<file path="src/rtl/axi4_lite_pkg.sv">
// AXI4-lite shared types for the command master.
// Response codes, default protection and error decode.
package axi4_lite_pkg;

  typedef enum logic [1:0] {
    OKAY   = 2'b00,
    EXOKAY = 2'b01,
    SLVERR = 2'b10,
    DECERR = 2'b11
  } resp_e;

  localparam logic [2:0] PROT_DEFAULT = 3'b000;

  // SLVERR and DECERR are the failing responses
  function automatic logic resp_is_err(input logic [1:0] r);
    return (resp_e'(r) == SLVERR) || (resp_e'(r) == DECERR);
  endfunction

endpackage

</file>
<file path="src/rtl/axi4_lite_cmd_master.sv">
// Single-outstanding AXI4-lite master driven by a simple
// valid/ready command channel; all outputs are registered.
module axi4_lite_cmd_master
  import axi4_lite_pkg::*;
#(
  parameter int AW = 32,
  parameter int DW = 32
) (
  input  logic            clk,
  input  logic            rst,
  input  logic            cmd_vld,
  output logic            cmd_rdy,
  input  logic            cmd_wr,
  input  logic [AW-1:0]   cmd_adr,
  input  logic [DW-1:0]   cmd_dat,
  input  logic [DW/8-1:0] cmd_stb,
  output logic            rsp_vld,
  input  logic            rsp_rdy,
  output logic [DW-1:0]   rsp_dat,
  output logic            rsp_err,
  output logic [AW-1:0]   awaddr,
  output logic [2:0]      awprot,
  output logic            awvalid,
  input  logic            awready,
  output logic [DW-1:0]   wdata,
  output logic [DW/8-1:0] wstrb,
  output logic            wvalid,
  input  logic            wready,
  input  logic [1:0]      bresp,
  input  logic            bvalid,
  output logic            bready,
  output logic [AW-1:0]   araddr,
  output logic [2:0]      arprot,
  output logic            arvalid,
  input  logic            arready,
  input  logic [DW-1:0]   rdata,
  input  logic [1:0]      rresp,
  input  logic            rvalid,
  output logic            rready
);

  typedef enum logic [2:0] {
    IDLE, WR, WB, RA, RD, RSP
  } state_e;

  state_e state, state_nx;

  logic accept, aw_hs, w_hs, b_hs;
  logic ar_hs, r_hs, rsp_hs;
  logic awvalid_d, wvalid_d, arvalid_d;
  logic bready_d, rready_d, rsp_vld_d, cmd_rdy_d;

  assign accept = cmd_vld & cmd_rdy;
  assign aw_hs  = awvalid & awready;
  assign w_hs   = wvalid & wready;
  assign b_hs   = bvalid & bready;
  assign ar_hs  = arvalid & arready;
  assign r_hs   = rvalid & rready;
  assign rsp_hs = rsp_vld & rsp_rdy;

  assign awprot = PROT_DEFAULT;
  assign arprot = PROT_DEFAULT;

  // State register
  always_ff @(posedge clk) begin
    if (rst) state <= IDLE;
    else     state <= state_nx;
  end

  // Next state; WR ends once each channel has handshaken
  always_comb begin
    state_nx = state;
    unique case (state)
      IDLE: if (accept) state_nx = cmd_wr ? WR : RA;
      WR: if ((!awvalid || awready) &&
              (!wvalid || wready))
            state_nx = WB;
      WB:   if (b_hs)   state_nx = RSP;
      RA:   if (ar_hs)  state_nx = RD;
      RD:   if (r_hs)   state_nx = RSP;
      RSP:  if (rsp_hs) state_nx = IDLE;
      default: state_nx = IDLE;
    endcase
  end

  // Next values of the registered control outputs
  always_comb begin
    awvalid_d = awvalid;
    wvalid_d  = wvalid;
    arvalid_d = arvalid;
    if (accept && cmd_wr) begin
      awvalid_d = 1'b1;
      wvalid_d  = 1'b1;
    end
    if (aw_hs) awvalid_d = 1'b0;
    if (w_hs)  wvalid_d  = 1'b0;
    if (accept && !cmd_wr) arvalid_d = 1'b1;
    if (ar_hs) arvalid_d = 1'b0;
    bready_d  = (state_nx == WB);
    rready_d  = (state_nx == RD);
    rsp_vld_d = (state_nx == RSP);
    cmd_rdy_d = (state_nx == IDLE);
  end

  // Output and payload registers
  always_ff @(posedge clk) begin
    if (rst) begin
      awvalid <= 1'b0;
      wvalid  <= 1'b0;
      arvalid <= 1'b0;
      bready  <= 1'b0;
      rready  <= 1'b0;
      rsp_vld <= 1'b0;
      rsp_err <= 1'b0;
      cmd_rdy <= 1'b0;
      rsp_dat <= '0;
      awaddr  <= '0;
      araddr  <= '0;
      wdata   <= '0;
      wstrb   <= '0;
    end else begin
      awvalid <= awvalid_d;
      wvalid  <= wvalid_d;
      arvalid <= arvalid_d;
      bready  <= bready_d;
      rready  <= rready_d;
      rsp_vld <= rsp_vld_d;
      cmd_rdy <= cmd_rdy_d;
      if (accept && cmd_wr) begin
        awaddr <= cmd_adr;
        wdata  <= cmd_dat;
        wstrb  <= cmd_stb;
      end
      if (accept && !cmd_wr) araddr <= cmd_adr;
      if (b_hs) begin
        rsp_dat <= '0;
        rsp_err <= resp_is_err(bresp);
      end
      if (r_hs) begin
        rsp_dat <= rdata;
        rsp_err <= resp_is_err(rresp);
      end
    end
  end

endmodule

</file>
<file path="config.mk">
export PLATFORM = sky130hd
export DESIGN_NAME = axi4_lite_cmd_master
export DESIGN_NICKNAME = d
export VERILOG_FILES = /design/src/rtl/axi4_lite_pkg.sv /design/src/rtl/axi4_lite_cmd_master.sv
export SDC_FILE = /design/constraint.sdc
export NUM_CORES = 1
export LEC_CHECK = 0
export ABC_AREA = 1
export CAP_MARGIN = 40
export CELL_PAD_IN_SITES_DETAIL_PLACEMENT = 0
export CELL_PAD_IN_SITES_GLOBAL_PLACEMENT = 2
export CORE_MARGIN = 3
export CORE_UTILIZATION = 21
export DETAILED_ROUTE_END_ITERATION = 8
export PLACE_DENSITY_LB_ADDON = 0.1
export SLEW_MARGIN = 40
export SYNTH_ARGS = -nofsm -noshare
export SYNTH_HDL_FRONTEND = slang
export SYNTH_SLANG_ARGS = --single-unit
</file>
<file path="constraint.sdc">
create_clock -name clk -period 1.4 [get_ports clk]
set_clock_uncertainty 0.15 [all_clocks]
set_input_delay 0.28 -clock clk [delete_from_list [all_inputs] [get_ports clk]]
set_output_delay 0.28 -clock clk [all_outputs]
set_load 0.005 [all_outputs]
</file>
==> metrics <==
outcome=complete, no violations; CTS sink count=143; DR vias/cell=4.21; total CTS buffers=17; I/O Buffers=251; total grt overflow=0; final hold violations=0; initial antenna violation count=1; Design Area, Final=8430 um^2; Synth area leaders=dfxtp_1, nand2_1, a21oi_1; clock power share=42.5%; antenna-violating nets left=0; global-route usage over all layers=14.1%; Non-Filler Instances=1261; post-synthesis mux area share=0%; CTS Hold Buffers Added=0; DP Cell Count=1217; critical path arrival=930 ps; area share of xor/xnor cells in the synthesized design=0%; Syn Std Cell Area=5330 um^2; worst hold path class=in -> reg; Crit path depth=1; share of post-route cells with drive strength above 1=36.3%; count of final setup violators=0; Post-DP Area=8220 um^2; sequential fraction of the synthesis area=53.7%; die area=27300 um^2; Slew Viols, Final=0; Max rail drop VDD=0.000687 V; Final period util=97.0%; Synth Register Bits=143; area growth from synthesis to layout=58.2%; R2R setup slack=100 ps; worst skew pair latency=410 ps; post-synth top area cell=dfxtp_1; kind of cell adding the most delay to the critical path=flip-flops; Top Ports=260; WP buf/inv=1; reg2reg path depth=6; clk slew on worst S/H paths=60 ps; RR Startpoint=cmd_rdy; vias in the first global route=5344; largest family of logic cells by synthesized area=simple AND/OR/NAND/NOR gates; Initial DRC Count=212; Rows=57; area of the core=24600 um^2; Synth cell types=24; Final Routed Wirelength=19.7 mm; Power Density=1410 nW/um^2; Avg Inst Size Synth=7.97 um^2; final hold slack=159 ps; sw frac=27.2%; CP cell instances=clkdlybuf4s15_2; Final GP Congestion=0.742; CP Class=reg -> out; Combinational Power Share=18.2%; Crit Path Max Fanout=2; crit-path max cell delay=320 ps; Initial Util=21.7%; CTS tree=done; Fmax achieved=737 MHz; Die Span Y=165 um; RR Endpoint=araddr[16]; unrepaired setup endpoints after global routing=false; minimum clock period=1360 ps; Critical Path End=wdata[0]; Max H-tree Level=4; largest net degree at the start of global routing=40; startpoint class of the critical path=flop; Mapped Cells=669; # nets final=1038; leakage power figure=0.00359 uW; first-pass GRT wire length=29.7 mm; CP startpoint=wdata[0]; root buf cell=clkbuf_16; sw power=3220 uW; deepest clock path buffer count=2; Max Cap Viol=0; Via Count=5303; Pint=8640 uW; register share of total power=39.3%; CP Capture Type=output port; Post-Synth Adder-Cell Area=0%; Crit path required time=970 ps; drt drc=0; Synth Area in Compound Gates=13.3%; post-synth top area share=53.7%; drt wl/cell=15.7 um; slowest CP cell=dfxtp_2; TritonRoute pass-1 iters=4; Synth Area in Simple Gates=25.1%; Die Wd=165 um; HPWL after detailed placement=13.6 mm; Ys Warns=0
registers in the layout (all words and copies together), names as in the netlist:
register / cells
awvalid: 1
rsp_err: 1
wvalid: 1
cmd_rdy: 1
araddr: 32
rready: 1
bready: 1
arvalid: 1
awaddr: 32
wdata: 32
rsp_vld: 1
state: 3
rsp_dat: 32
wstrb: 4
per-layer routing:
layer / up-vias / share of wire (%) / wire length (um) / global-route usage [%]
met5: - / 0 / 0 / 0
met1: 2434 / 43 / 8470 / 17.0
met2: 173 / 46 / 9130 / 22.8
li1: 2682 / - / - / -
met3: 14 / 9.4 / 1850 / 6.31
met4: 0 / 1.5 / 299 / 3.86
synth_stat cells, drive strengths merged:
cell type,count
dfxtp,143
inv,16
a31oi,1
o21a,3
a21oi,102
nand2,153
clkbuf,7
nor2,84
conb,1
nand4,2
clkinv,1
buf,48
o21ai,34
nand3,74
worst min path at each step:
stage | slack (ps) | cells past startpoint | to | startpoint
detailed placement | 300 | 2 | wdata[21] | wdata[21]
global placement | 300 | 2 | rsp_dat[21] | rsp_dat[21]
finish | 160 | 3 | awaddr[22] | rst
CTS | 140 | 3 | awaddr[22] | rst
global route | 160 | 3 | awaddr[13] | rst
floorplan | 260 | 2 | araddr[0] | cmd_adr[0]
cells by family after synthesis:
family | count (synthesis)
flops | 143
compound gates | 140
other cells | 1
buf+inv | 72
simple gates | 313
repair_timing:
| action | 4_1_cts | 5_1_grt |
|---|---|---|
| gates resized for setup | 575 | 83 |
| pin swaps | 0 | 1 |
| setup endpoints to repair | 140 | 96 |
| buffers inserted | 6 | 6 |
| hold endpoints to repair | 0 | 0 |
per-stage QoR:
stage          setup slack (ps)  TNS, ps  utilization [%]  total power, uW
2_1_floorplan               200        0                -             5740
3_3_place_gp               -343   -37010             33.4             7150
3_5_place_dp               -332   -40420             33.4             7150
4_1_cts                  0.0209        0             35.5            12100
5_1_grt                    2.56        0             34.3            12600
6_report                   42.3        0             34.3            11900
power by group through the flow:
stage	registers, uW	logic [uW]	clock network [uW]
floorplan	4700	1040	0
global placement	4710	2440	0
detailed placement	4710	2440	0
CTS	4660	2250	5220
global route	4710	2420	5430
finish	4660	2160	5040
area by class of cell:
| type | count | area (um^2) |
|---|---|---|
| fill | 2723 | 16200 |
| sequential | 143 | 3010 |
| timing repair buffer | 286 | 2220 |
| multi-input combinational | 459 | 2080 |
| clock buffer | 19 | 433 |
| tap | 324 | 405 |
| clock inverter | 12 | 209 |
| inverter | 17 | 66.3 |
| antenna | 1 | 2.50 |
cell usage in the layout, fill, tap and decap left out, types with 6 or more instances in the layout:
| master | count |
|---|---|
| buf_2 | 116 |
| nor2_1 | 80 |
| buf_4 | 24 |
| dfxtp_2 | 116 |
| clkbuf_2 | 23 |
| clkbuf_16 | 17 |
| conb_1 | 6 |
| a21oi_1 | 102 |
| nand3_1 | 64 |
| buf_12 | 11 |
| nand3_2 | 10 |
| o21ai_0 | 29 |
| nand2_1 | 151 |
| clkdlybuf4s50_1 | 109 |
| dfxtp_1 | 27 |
| inv_1 | 14 |
Note: power is estimated with default switching activity, not from simulation.
